`src/rtl/if_fetch_unit_if.sv`:
```
`default_nettype none
// +------------------------------------------------------------------+
// | if_fetch_unit_if : imem request/response and decode handshake    |
// | Rev 1.0                                                          |
// +------------------------------------------------------------------+
interface if_fetch_unit_if #(
  parameter int XLEN = 32
);
  logic            imem_req_valid;
  logic            imem_req_ready;
  logic [XLEN-1:0] imem_addr;
  logic            imem_rsp_valid;
  logic [XLEN-1:0] imem_rdata;
  logic            inst_valid;
  logic            inst_ready;
  logic [XLEN-1:0] inst;
  logic [XLEN-1:0] pc_out;
  logic [2:0]      NPCOp;
  logic [XLEN-1:0] imm;
  logic [XLEN-1:0] alu_out;

  modport master (
    output imem_req_valid, imem_addr, inst_valid, inst, pc_out,
    input  imem_req_ready, imem_rsp_valid, imem_rdata, inst_ready,
           NPCOp, imm, alu_out
  );

  modport slave (
    input  imem_req_valid, imem_addr, inst_valid, inst, pc_out,
    output imem_req_ready, imem_rsp_valid, imem_rdata, inst_ready,
           NPCOp, imm, alu_out
  );
endinterface
`default_nettype wire

```
`src/rtl/if_fetch_unit.sv`:
```
`default_nettype none
// +------------------------------------------------------------------+
// | if_fetch_unit : PC owner, single-outstanding fetch, next-PC calc |
// | Rev 1.0                                                          |
// +------------------------------------------------------------------+
module if_fetch_unit #(
  parameter int              XLEN     = 32,
  parameter logic [XLEN-1:0] RESET_PC = 32'h0000_0000
) (
  input  wire logic        clk,
  input  wire logic        rst,
  if_fetch_unit_if.master  bus,
  output logic             fetch_fault,
  output logic [XLEN-1:0]  fault_addr,
  output logic [XLEN-1:0]  instret
);

  typedef enum logic [1:0] {
    S_REQ   = 2'd0,
    S_WAIT  = 2'd1,
    S_HOLD  = 2'd2,
    S_FAULT = 2'd3
  } state_t;

  state_t          state;
  state_t          state_nxt;
  logic [XLEN-1:0] pc;
  logic [XLEN-1:0] inst_q;
  logic [XLEN-1:0] pc_out_q;
  logic [XLEN-1:0] target;
  logic            consume;
  logic            capture;
  logic            aligned;

  assign consume = (state == S_HOLD) && bus.inst_ready;
  assign capture = (state == S_WAIT) && bus.imem_rsp_valid;
  assign aligned = (target[1:0] == 2'b00);

  // Request side depends only on registered state/pc, never on decode inputs.
  assign bus.imem_req_valid = (state == S_REQ);
  assign bus.imem_addr      = pc;
  assign bus.inst_valid     = (state == S_HOLD);
  assign bus.inst           = inst_q;
  assign bus.pc_out         = pc_out_q;

  always_comb begin
    target = pc + XLEN'(4);
    case (bus.NPCOp)
      3'b001,
      3'b010:  target = pc + bus.imm;
      3'b100:  target = {bus.alu_out[XLEN-1:1], 1'b0};
      default: target = pc + XLEN'(4);
    endcase
  end

  always_comb begin
    state_nxt = state;
    case (state)
      S_REQ:   if (bus.imem_req_ready) state_nxt = S_WAIT;
      S_WAIT:  if (bus.imem_rsp_valid) state_nxt = S_HOLD;
      S_HOLD:  if (bus.inst_ready)     state_nxt = aligned ? S_REQ : S_FAULT;
      S_FAULT: state_nxt = S_FAULT;
      default: state_nxt = S_REQ;
    endcase
  end

  always_ff @(posedge clk) begin
    if (rst) begin
      state <= S_REQ;
    end else begin
      state <= state_nxt;
    end
  end

  always_ff @(posedge clk) begin
    if (rst) begin
      pc          <= RESET_PC;
      inst_q      <= '0;
      pc_out_q    <= '0;
      fetch_fault <= 1'b0;
      fault_addr  <= '0;
      instret     <= '0;
    end else begin
      if (capture) begin
        inst_q   <= bus.imem_rdata;
        pc_out_q <= pc;
      end
      if (consume) begin
        instret <= instret + XLEN'(1);
        // A misaligned target is latched for diagnosis; pc keeps the faulting PC.
        if (aligned) begin
          pc <= target;
        end else begin
          fetch_fault <= 1'b1;
          fault_addr  <= target;
        end
      end
    end
  end

endmodule
`default_nettype wire

```
`src/flat_wrapper.sv`:
```
// flat-port wrapper written by rule: the top's interface ports become plain ports
module if_fetch_unit_flat 
#(
  parameter int              XLEN     = 32,
  parameter logic [XLEN-1:0] RESET_PC = 32'h0000_0000
)
  (clk, rst, fetch_fault, fault_addr, instret, bus_imem_req_valid, bus_imem_addr, bus_inst_valid, bus_inst, bus_pc_out, bus_imem_req_ready, bus_imem_rsp_valid, bus_imem_rdata, bus_inst_ready, bus_NPCOp, bus_imm, bus_alu_out);
  if_fetch_unit_if #(.XLEN(XLEN)) bus_i ();
  input  wire logic clk;
  input  wire logic rst;
  output logic fetch_fault;
  output logic [XLEN-1:0] fault_addr;
  output logic [XLEN-1:0] instret;
  output wire logic [$bits(bus_i.imem_req_valid)-1:0] bus_imem_req_valid;
  output wire logic [$bits(bus_i.imem_addr)-1:0] bus_imem_addr;
  output wire logic [$bits(bus_i.inst_valid)-1:0] bus_inst_valid;
  output wire logic [$bits(bus_i.inst)-1:0] bus_inst;
  output wire logic [$bits(bus_i.pc_out)-1:0] bus_pc_out;
  input wire logic [$bits(bus_i.imem_req_ready)-1:0] bus_imem_req_ready;
  input wire logic [$bits(bus_i.imem_rsp_valid)-1:0] bus_imem_rsp_valid;
  input wire logic [$bits(bus_i.imem_rdata)-1:0] bus_imem_rdata;
  input wire logic [$bits(bus_i.inst_ready)-1:0] bus_inst_ready;
  input wire logic [$bits(bus_i.NPCOp)-1:0] bus_NPCOp;
  input wire logic [$bits(bus_i.imm)-1:0] bus_imm;
  input wire logic [$bits(bus_i.alu_out)-1:0] bus_alu_out;
  assign bus_imem_req_valid = bus_i.imem_req_valid;
  assign bus_imem_addr = bus_i.imem_addr;
  assign bus_inst_valid = bus_i.inst_valid;
  assign bus_inst = bus_i.inst;
  assign bus_pc_out = bus_i.pc_out;
  assign bus_i.imem_req_ready = bus_imem_req_ready;
  assign bus_i.imem_rsp_valid = bus_imem_rsp_valid;
  assign bus_i.imem_rdata = bus_imem_rdata;
  assign bus_i.inst_ready = bus_inst_ready;
  assign bus_i.NPCOp = bus_NPCOp;
  assign bus_i.imm = bus_imm;
  assign bus_i.alu_out = bus_alu_out;
  if_fetch_unit #(.XLEN(XLEN), .RESET_PC(RESET_PC)) u_core (.clk(clk), .rst(rst), .bus(bus_i), .fetch_fault(fetch_fault), .fault_addr(fault_addr), .instret(instret));
endmodule
```
`config.mk`:
```
export PLATFORM = sky130hd
export DESIGN_NAME = if_fetch_unit_flat
export DESIGN_NICKNAME = d
export VERILOG_FILES = /design/src/rtl/if_fetch_unit_if.sv /design/src/rtl/if_fetch_unit.sv /design/src/flat_wrapper.sv
export SDC_FILE = /design/constraint.sdc
export NUM_CORES = 1
export LEC_CHECK = 0
export CAP_MARGIN = 40
export CORE_MARGIN = 4
export CORE_UTILIZATION = 50
export DETAILED_ROUTE_END_ITERATION = 10
export GPL_ROUTABILITY_DRIVEN = 0
export PLACE_DENSITY = 0.89
export SYNTH_ARGS = -nofsm -noshare
export SYNTH_HDL_FRONTEND = slang
export SYNTH_SLANG_ARGS = --single-unit
```
`constraint.sdc`:
```
create_clock -name clk -period 5.8 [get_ports clk]
set_input_delay 1.16 -clock clk [delete_from_list [all_inputs] [get_ports clk]]
set_output_delay 1.16 -clock clk [all_outputs]
set_load 0.005 [all_outputs]
```
Yosys cells after proc, flatten, opt, wreduce, memory -nomap -nowiden
Cells that the tools add are included.
{ "classes": {"n_addsub": 3, "n_eq_ne": 9, "n_mux": 6, "bitwise_logic": 1, "n_reduce_logical": 8} }
{ "op_table": {"columns": ["op", "count"], "rows": [
  ["32-bit one-hot mux with 2 select lines", 1],
  ["32-bit by 1-bit adder with 32-bit output, second input constant", 1],
  ["32-bit by 3-bit adder with 32-bit output, second input constant", 1],
  ["32-bit adder", 1],
  ["2-bit 2-to-1 mux", 4],
  ["2-bit one-hot mux with 4 select lines", 1],
  ["2-bit equality test, second input constant", 2],
  ["2-bit logical NOT", 2],
  ["2-bit by 1-bit inequality test with 1-bit output, second input constant", 2],
  ["2-bit AND reduction", 2],
  ["3-bit by 1-bit equality test with 1-bit output, second input constant", 1],
  ["3-bit by 2-bit equality test with 1-bit output, second input constant", 1],
  ["3-bit equality test, second input constant", 1],
  ["3-bit AND reduction", 1],
  ["2-bit by 1-bit equality test with 1-bit output, second input constant", 1],
  ["1-bit logical AND", 2],
  ["2-bit inequality test, second input constant", 1],
  ["2-bit OR reduction", 1],
  ["1-bit NOT", 1]
]} }
{ "word_totals": {"ff_bits": 163, "input_bits": 104, "output_inout_bits": 163} }

Longest topological paths before layout
Gate-level depths: netlist of run 1.
{ "logic_depth": {"word_depth": 7, "depth_mapped": 10, "ltp_nobuf": 10} }

Worst setup path after synthesis of run 1
OpenSTA, ideal clock, no wires.
{ "synth_timing": {"kind": "input to register", "startpoint": "input bus_imm[0]", "endpoint": "register u_core.pc[20] (netlist: u_core.bus.imem_addr[20])", "setup_time_ps": 134, "t_arrival_ps": 3261, "slack_ps": 2405, "cell_stages": 10, "n_path_buf": 0, "cell_sequence": "ha_1 -> fa_1 -> a21oi_1 -> o211ai_1 -> a21oi_1 -> o21ai_0 -> a31oi_1 -> xnor2_1 -> a221oi_1 -> a211oi_1"} }
{ "synth_via": {"elab_chain_len": 4} }
{ "synth_lines": {"columns": ["element", "line", "text"], "rows": [
  ["start: declaration", "flat_wrapper.sv:24", "input wire logic [$bits(bus_i.imm)-1:0] bus_imm;"],
  ["32-bit adder *", "if_fetch_unit.sv:50", "3'b010: target = pc + bus.imm;"],
  ["32-bit one-hot mux with 2 select lines *", "if_fetch_unit.sv:48", "case (bus.NPCOp)"],
  ["2-bit logical NOT", "if_fetch_unit.sv:37", "assign aligned = (target[1:0] == 2'b00);"],
  ["2-bit AND reduction (no source line)", null, null],
  ["end signal: assignment", "if_fetch_unit.sv:92", "pc <= target;"],
  ["end: declaration", "if_fetch_unit.sv:27", "logic [XLEN-1:0] pc;"]
]} }
Every way passes the cells marked *; elsewhere a longest branch is shown, timed or not.
A chain may end at the register's enable or synchronous reset.

Worst setup path after layout of run 1
{ "layout_timing": {"startpoint": "input bus_imm[0]", "endpoint": "register u_core.fault_addr[22]"} }
{ "layout_via": {"elab_chain_len": 5} }
{ "layout_lines": {"columns": ["element", "line", "text"], "rows": [
  ["32-bit adder *", "if_fetch_unit.sv:50", null],
  ["32-bit one-hot mux with 2 select lines *", "if_fetch_unit.sv:48", null],
  ["2-bit logical NOT", "if_fetch_unit.sv:37", null],
  ["1-bit NOT (no source line)", null, null],
  ["2-bit AND reduction (no source line)", null, null],
  ["end signal: assignment", "if_fetch_unit.sv:95", "fault_addr <= target;"],
  ["end: declaration", "if_fetch_unit.sv:14", "output logic [XLEN-1:0] fault_addr,"]
]} }
Marked as above.

==> results of run 1 <==
[metrics by stage]
stage,instance area (um2),util [%],instances,setup WS (ns)
2_1_floorplan,8767,-,1128,2.405
3_3_place_gp,11510,66.80,1556,1.455
3_5_place_dp,11550,67.01,1558,1.396
4_1_cts,12130,70.40,1590,1.841
5_1_grt,12130,70.40,1590,1.651
6_report,12130,70.40,1590,1.764
[logic make-up after synthesis]
| family | share of synthesized area (%) |
|---|---|
| buffers and inverters | 4.124 |
| muxes | 0.4567 |
| adders and majority gates | 4.938 |
| AOI/OAI and AO/OA | 20.96 |
| xor gates and xnor gates | 7.792 |
| DFF | 37.22 |
| and+or+nand+nor | 24.50 |
[layout by cell type (no fill, tap or decap), types with 3 or more instances in the layout]
master,instances
o31ai_1,4
clkdlybuf4s50_1,264
buf_4,12
dfxtp_1,163
a22oi_1,6
clkinvlp_4,3
o21a_1,6
nand2_1,193
o21bai_1,4
and3_1,16
nor2_1,140
a211oi_1,54
ha_1,33
and2_1,9
a21o_1,9
xor2_1,47
o21ai_1,5
a221oi_1,20
inv_1,16
nand4_1,25
a31oi_1,7
xnor2_1,31
nand2b_1,6
or2_2,3
and4_1,7
mux2i_1,4
a21oi_1,114
a311oi_1,5
o21ai_0,32
clkinv_4,5
clkbuf_16,17
nor3_1,12
or3_1,5
inv_6,3
nand3_1,35
[cells in the mapped netlist (5+ instances only)]
cell	instances	area share (%)
a211oi_1	54	4.6
a21o_1	9	0.77
a21oi_1	114	6.5
a221oi_1	20	2.0
a22oi_1	6	0.51
a311oi_1	5	0.50
a31oi_1	7	0.50
and2_1	10	0.71
and3_1	16	1.1
and4_1	7	0.70
buf_2	15	0.86
clkbuf_1	54	2.3
dfxtp_1	163	37
ha_1	33	4.7
inv_1	16	0.69
nand2_1	193	8.3
nand2b_1	6	0.43
nand3_1	35	2.0
nand4_1	25	1.8
nor2_1	142	6.1
nor3_1	12	0.69
o21a_1	6	0.51
o21ai_0	32	1.8
o21ai_1	5	0.29
or3_1	5	0.36
xnor2_1	31	3.1
xor2_1	47	4.7
[final cells by class]
| cell class | count | area [um2] |
|---|---|---|
| clock inverters | 14 | 145.1 |
| flip-flops and latches | 163 | 3263 |
| well taps | 225 | 281.5 |
| fillers | 1326 | 5102 |
| clock buffers | 18 | 439.2 |
| multi-input cells | 876 | 5165 |
| inverters | 16 | 60.06 |
| repair buffers | 278 | 2780 |
[worst register-to-register path, stage by stage, from the launching register on]
cell and delay (ns):
dfxtp_1 0.42, ha_1 0.47, nand2_1 0.08, o21ai_0 0.47, a211oi_1 0.13, nor3_1 0.60, a21oi_1 0.18, xnor2_1 0.18
a221oi_1 0.46, a211oi_1 0.16
[power groups by stage]
stage / clock [uW] / sequential, uW / combinational (uW)
floorplan: 0 / 1190 / 201
global placement: 0 / 1190 / 368
detailed placement: 0 / 1190 / 378
CTS: 1130 / 1170 / 380
global route: 1180 / 1170 / 416
finish: 1120 / 1170 / 384
[state kept, by name, summed over array words and instances (netlist names)]
signal and count:
u_core.state 2, u_core.instret 32, u_core.bus.imem_addr 32, u_core.fault_addr 32, u_core.bus.inst 32, u_core.bus.pc_out 32, u_core.fetch_fault 1
[routing by layer]
layer  vias up  global-route usage [%]  wire length [um]
met5         -                       0                 0
met4         0                   12.85              1098
met3        88                   7.545              2883
met2       470                   48.36             14100
met1      4281                   34.57             11090
li1       4442                       -                 -
[worst paths after layout]
kind | to | cells after the start | slack, ns | from
setup / recovery | u_core.fault_addr[22] | 11 | 1.76 | bus_imm[0]
hold / removal | u_core.bus.pc_out[0] | 2 | 0.45 | u_core.bus.pc_out[0]
hold reg to reg | u_core.bus.pc_out[0] | 2 | 0.45 | u_core.bus.pc_out[0]
setup reg to reg | u_core.fault_addr[22] | 9 | 2.50 | u_core.bus.imem_addr[8]
==> flow_summary.toml, run 1 <==
[pwr]
p_comb_share_pct = 14.4
clkPwrFrac_pct = 41.9
p_per_area_nw_per_um2 = 220.0
sw_frac_of_total_pct = 27.43
power_uw = 2670
p_leak_uw = 0.004333
p_int_uw = 1937
switching_power_uw = 732.2
p_seq_share_pct = 43.7
ir_drop_mv = 0.2138

[synth]
yosysUniqueCellTypes = 64
synthFlopType = "dfxtp_1"
yosys_warnings = 0
avgSynthCellArea_um2 = 7.772
synth-edff-count = 0
synth_seq_cells = 163
synth_area_um2 = 8767
syn-num-nets = 1266
synth_cells = 1128
synthArstFlopShare_pct = 0
ys_seq_area_share_pct = 37.22

[drt]
drc = 0
drt-wirelength-per-cell_um = 18.35
dr.pass1.iters = 7
wirelength_um = 29170
first_iter_violations = 838
post_drt_via_cell_ratio = 5.837
num_vias = 9281
postRouteAntennaNets = 0

[place]
port_buffers = 265
hpwl_um = 21420

[global_route]
grt_overflow = 0
track_usage_pct = 28.78
grt_max_degree = 82
grt_pass1_vias = 9051
antenna_found_initial = 0
grt_pass1_wl_um = 46220

[floorplan]
fp.dieH_um = 140.4
start_util_pct = 50.86
die_w_um = 140.4
num_io_pins = 267
rows = 48
die_area_um2 = 19720
core_um2 = 17240

[timing]
slew_viol_final = 0
hold_slack_ns = 0.4529
period_needed_ns = 4.036
setup-tns-final_ns = 0
setup_viol = 0
hold_viol = 0
period_share_pct = 69.59
finClkSkew_ns = 0.01378
rsz0062_at_grt = "false"
tightest_slew_ns = 0.8100
slew_headroom_pct = 45.87
max_freq_mhz = 247.8

[cts]
cts_tree = "built"
ctsHoldBuffers = 0
clk_pin_slew_ns = 0.06
cts_setup_buffers = 0
cts_buffer_depth = 2
cts_sinks = 163
cts_buffers = 17
h-tree-depth = 4
cts_resized = 0
root_buffer = "clkbuf_16"
clock_latency_ns = 0.44

[worst_setup_path]
critPathTopFamily = "compound AO/OA/AOI/OAI gates"
endpoint_kind = "register"
worstPathArrival_ns = 4.32
path_class = "in -> reg"
startpoint_type = "primary input"
critPathMaxFanout = 4
cp.required_ns = 6.09
crit_path_max_incr_delay_ns = 0.60
crit_path_cell_trace = "clkdlybuf4s50_1 -> ha_1 -> fa_1 -> a21oi_1 -> o211ai_1 -> a211oi_1 -> nor3_1 -> a21oi_1 -> xnor2_1 -> a221oi_1 -> a211oi_1"
cp_slowest_cell = "nor3_1"
cp_num_buf_inv = 1

[finish]
drive_above_1_share_pct = 4.762
antenna_cells = 0
synthToLayoutAreaGrowth_pct = 38.40
fin_nets = 1490

[job]
max_cap_viol_count = 0

[outcome]
status = "complete, no violations"

[hold_path]
hold_path_class = "reg -> reg"
(Power assumes the default switching activity.)
==> inputs of run 2 (changes only) <==
Settings changed: CORE_UTILIZATION 50 to 43, PLACE_DENSITY 0.89 to 0.81.
Clock period 5.8 ns to 3.4 ns, I/O delays scaled along.
==> run 2 against run 1 <==
  * Via count increased by 0.52%
  * Sequential cell count unchanged
  * Worst hold slack got worse by 0.00080 ns
  * Clock skew decreased by 0.0010 ns
  * Critical path type unchanged
==> flow_summary.toml, run 2 (synthesis gave the netlist of run 1 again) <==
[job]
max_cap_viol_count = 0

[cts]
cts_setup_buffers = 0
cts_sinks = 163
h-tree-depth = 4
cts_buffers = 17
root_buffer = "clkbuf_16"
clock_latency_ns = 0.43
clk_pin_slew_ns = 0.07
cts_tree = "built"
cts_buffer_depth = 2

[finish]
final_area_um2 = 12620
antenna_cells = 0
synthToLayoutAreaGrowth_pct = 43.96
mostFrequentLayoutCells = "264 x clkdlybuf4s50_1, 193 x nand2_1, 163 x dfxtp_1"
layout_commonest_cell = "clkdlybuf4s50_1"
num-fill-cells = 1690
finalNonFillerCells = 1679
fin_nets = 1539
drive_above_1_share_pct = 8.487

[timing]
finClkSkew_ns = 0.01278
setup_viol = 0
rsz0062_at_grt = "false"
slew_headroom_pct = 50.93
slew_viol_final = 0
period_needed_ns = 3.236
hold_slack_ns = 0.4521
setup-tns-final_ns = 0
hold_viol = 0
period_share_pct = 95.17
worst_slack_ns = 0.1641
max_freq_mhz = 309.0
tightest_slew_ns = 0.7361

[pwr]
switching_power_uw = 1247
ir_drop_mv = 0.4207
p_seq_share_pct = 42.4
p_int_uw = 3418
p_comb_share_pct = 15.4
p_leak_uw = 0.004610
clkPwrFrac_pct = 42.2
sw_frac_of_total_pct = 26.74
p_per_area_nw_per_um2 = 369.6

[outcome]
status = "complete, no violations"

[global_route]
grt_max_degree = 71
track_usage_pct = 25.96
grt_overflow = 0
grt_pass1_wl_um = 47240
grt_pass1_vias = 9164
antenna_found_initial = 0

[hold_path]
hold_path_class = "reg -> reg"

[floorplan]
rows = 51
core_um2 = 19780
num_io_pins = 267
fp.dieH_um = 150.8
die_w_um = 150.8
die_area_um2 = 22740
start_util_pct = 44.32

[worst_setup_path]
crit_path_max_incr_delay_ns = 0.42
cp_slowest_cell = "fa_1"
worstPathArrival_ns = 3.51
path_class = "in -> reg"
cp.required_ns = 3.67
crit_path_cell_trace = "clkdlybuf4s50_1 -> ha_1 -> fa_1 -> a21oi_2 -> o211ai_1 -> a211oi_2 -> nor3_1 -> buf_4 -> nor2_1 -> xnor2_1 -> a221oi_1 -> buf_4 -> a211oi_1"
startpoint_type = "primary input"
critPathMaxFanout = 4
cpMostUsedCell = "buf_4"
endpoint_kind = "register"
cp_num_buf_inv = 3
critPathTopFamily = "compound AO/OA/AOI/OAI gates"

[drt]
num_vias = 9329
drc = 0
drt-wirelength-per-cell_um = 17.87
first_iter_violations = 650
post_drt_via_cell_ratio = 5.556
postRouteAntennaNets = 0
wirelength_um = 30010
dr.pass1.iters = 8

[place]
hpwl_um = 22280
place_ws_ns = -0.3149
placed_cells = 1647
post_dp_cell_area_um2 = 11990
port_buffers = 265
run 2: per-stage QoR:
stage | util [%] | power [uW]
after floorplan | - | 2365
after global placement | 60.59 | 2714
after detailed placement | 60.59 | 2724
after CTS | 63.64 | 4690
after global routing | 63.80 | 4847
final | 63.80 | 4665
run 2: final timing paths:
check	startpoint	to	slack [ns]	depth (start not counted)
setup / recovery	bus_imm[0]	u_core.fault_addr[18]	0.16	13
hold / removal	u_core.bus.inst[2]	u_core.bus.inst[2]	0.45	2
setup reg to reg	u_core.bus.imem_addr[0]	u_core.fault_addr[18]	0.48	12
hold reg to reg	u_core.bus.inst[2]	u_core.bus.inst[2]	0.45	2
run 2: power by group through the flow:
stage | combinational (uW) | sequential [uW] | clock (uW)
6_report | 719 | 1980 | 1970
5_1_grt | 781 | 1980 | 2090
4_1_cts | 710 | 1980 | 2000
3_5_place_dp | 705 | 2020 | 0
3_3_place_gp | 697 | 2020 | 0
2_1_floorplan | 343 | 2020 | 0
run 2: timing repair:
item	CTS	global route
endpoints found under the hold margin	0	0
setup endpoints to repair	0	13
gates resized for setup	0	8
hold buffers	0	0
run 2: final cells by class:
class	instances	area, um2	area share [%]
timing repair buffer	327	3166	25.08
tap	265	331.6	2.627
inverter	16	60.06	0.4759
clock inverter	14	165.2	1.309
sequential	163	3263	25.85
multi-input combinational	876	5196	41.17
clock buffer	18	439.2	3.480
run 2: worst min-delay path: stages (launching register included):
cell and delay [ns]:
dfxtp_1 0.31, nand2_1 0.05, a21oi_1 0.05
run 2: per-layer routing:
metal	vias to the layer above	GRT usage, %	wire length [um]
met2	385	43.63	14370
met5	-	0	0
li1	4514	-	-
met3	74	7.481	2559
met4	0	10.02	977
met1	4356	31.42	12100
==> inputs of run 3 (changes only) <==
--- a/config.mk
+++ b/config.mk
@@ -12,3 +12,3 @@
 export GPL_ROUTABILITY_DRIVEN = 0
-export PLACE_DENSITY = 0.81
+export PLACE_DENSITY = 0.76
 export SYNTH_ARGS = -nofsm -noshare
--- a/constraint.sdc
+++ b/constraint.sdc
@@ -3,2 +3,2 @@
 set_output_delay 0.68 -clock clk [all_outputs]
-set_load 0.005 [all_outputs]
+set_load 0.01 [all_outputs]
==> run 3 against run 2 <==
  * Cell count is 0.30% higher
  * Fmax is 0.65% lower
  * Largest cell class unchanged
  * Highest routed layer unchanged
  * Clock power is 3% lower
  * Worst hold slack better by 0.0014 ns
  * Largest power group unchanged
==> flow_summary.toml, run 3 (synthesis gave the netlist of run 1 again) <==
[drt]
post_drt_via_cell_ratio = 5.477
drc = 0
drt-wirelength-per-cell_um = 17.73
top_layer = "met4"
wirelength_um = 29860
dr.pass1.iters = 6
first_iter_violations = 606
m1WireLength_um = 12540
wl_met2_um = 13800
num_vias = 9223
route.met3.wl_um = 2729
postRouteAntennaNets = 0

[cts]
cts_setup_buffers = 0
cts_buffer_depth = 2
cts_sinks = 163
clk_pin_slew_ns = 0.07
cts_tree = "built"
h-tree-depth = 4
cts_buffers = 17
root_buffer = "clkbuf_16"
clock_latency_ns = 0.43

[pwr]
p_per_area_nw_per_um2 = 366.3
p_seq_share_pct = 42.7
sw_frac_of_total_pct = 28.98
p_int_uw = 3283
p_leak_uw = 0.004622
ir_drop_mv = 0.4289
clkPwrFrac_pct = 41.3
power_uw = 4622
p_comb_share_pct = 15.9
switching_power_uw = 1339

[finish]
drive_above_1_share_pct = 8.457
layout_commonest_cell = "clkdlybuf4s50_1"
fin_util_pct = 63.80
final_area_um2 = 12620
synthToLayoutAreaGrowth_pct = 43.94
multi_input_area_um2 = 5171
fin_nets = 1544
regArea_um2 = 3263
num-fill-cells = 1733
mostFrequentLayoutCells = "264 x clkdlybuf4s50_1, 193 x nand2_1, 163 x dfxtp_1"
antenna_cells = 0

[place]
hpwl_um = 22670
place_ws_ns = -0.3258
port_buffers = 265
post_dp_cell_area_um2 = 12020

[worst_setup_path]
rr_worst_depth = 10
cp_slowest_cell = "fa_1"
path_class = "in -> reg"
worstPathArrival_ns = 3.56
critPathMaxFanout = 3
endpoint_kind = "register"
ff2ff_setup_slack_ns = 0.44
rr_endpoint = "u_core.fault_addr[28]"
startpoint_type = "primary input"
crit_path_max_incr_delay_ns = 0.42
r2r-start = "u_core.bus.imem_addr[0]"
crit_path_cell_trace = "clkdlybuf4s50_1 -> ha_1 -> fa_1 -> a21oi_1 -> o211ai_1 -> and3_1 -> o21ai_1 -> o2111ai_1 -> xor2_1 -> a221oi_1 -> o31ai_1"
cp.required_ns = 3.70

[global_route]
grt_pass1_vias = 8886
grt_overflow = 0
track_usage_pct = 25.80
grt_pass1_wl_um = 46550
grt_max_degree = 95
antenna_found_initial = 0

[hold_path]
hold_path_class = "reg -> reg"
whs_endpoint = "u_core.bus.inst[25]"
hold_depth = 2
worstHoldStart = "u_core.bus.inst[25]"

[floorplan]
die_area_um2 = 22740
num_io_pins = 267
core_um2 = 19780
die_w_um = 150.8
rows = 51
start_util_pct = 44.32
fp.dieH_um = 150.8

[timing]
period_share_pct = 95.79
max_freq_mhz = 307.0
slew_viol_final = 0
rsz0062_at_grt = "false"
worst_slack_ns = 0.1430
hold_viol = 0
period_needed_ns = 3.257
slew_headroom_pct = 62.35
finClkSkew_ns = 0.01264
hold_slack_ns = 0.4535
tightest_slew_ns = 0.5596
setup_viol = 0

[job]
max_cap_viol_count = 0

[outcome]
status = "complete, no violations"
-- run 3: critical path, delay by kind of cell --
family	cells	cell delay (ns)
adder cells (fa/ha/maj)	2	0.65
AO/OA/AOI/OAI	6	1.45
buffers and inverters	1	0.40
XOR/XNOR	1	0.19
AND/OR/NAND/NOR	1	0.19
-- run 3: cell type report --
| class | count | area share [%] |
|---|---|---|
| Clock buffer | 17 | 3.371 |
| Clock inverter | 15 | 1.309 |
| Inverter | 16 | 0.4759 |
| Multi-Input combinational cell | 876 | 40.98 |
| Sequential cell | 163 | 25.86 |
| Tap cell | 265 | 2.627 |
| Timing Repair Buffer | 332 | 25.38 |
-- run 3: per-stage QoR --
stage | cells | setup TNS (ns)
2_1_floorplan | 1128 | 0
3_3_place_gp | 1651 | -3.259
3_5_place_dp | 1652 | -4.127
4_1_cts | 1684 | 0
5_1_grt | 1684 | 0
6_report | 1684 | 0
-- run 3: power by group through the flow --
| stage | combinational (uW) | clock, uW | sequential, uW |
|---|---|---|---|
| after floorplan | 344 | 0 | 2040 |
| after global placement | 715 | 0 | 2020 |
| after detailed placement | 725 | 0 | 2020 |
| after CTS | 731 | 1940 | 1970 |
| after global routing | 795 | 2030 | 1980 |
| final | 736 | 1910 | 1970 |
-- run 3: repair_timing --
action                     4_1_cts  5_1_grt
hold endpoints to repair         0        0
resized for setup                0        2
setup endpoints to repair        0        4
hold buffers                     0        0
-- run 3: routing by layer --
layer,up-vias,GRT usage [%]
li1,4526,-
met1,4297,32.20
met2,351,42.22
met3,49,8.438
met4,0,8.386
met5,-,0
-- run 3: worst max path at each step --
stage / from / endpoint / slack [ns] / cells after the start
after global routing: bus_imm[0] / u_core.fault_addr[22] / 0.006 / 12
after global placement: bus_imm[0] / u_core.fault_addr[28] / -0.28 / 11
after floorplan: bus_imm[0] / u_core.bus.imem_addr[20] / 0.49 / 10
after CTS: bus_imm[0] / u_core.fault_addr[28] / 0.12 / 11
after detailed placement: bus_imm[0] / u_core.fault_addr[28] / -0.33 / 11
final: bus_imm[0] / u_core.fault_addr[28] / 0.14 / 11
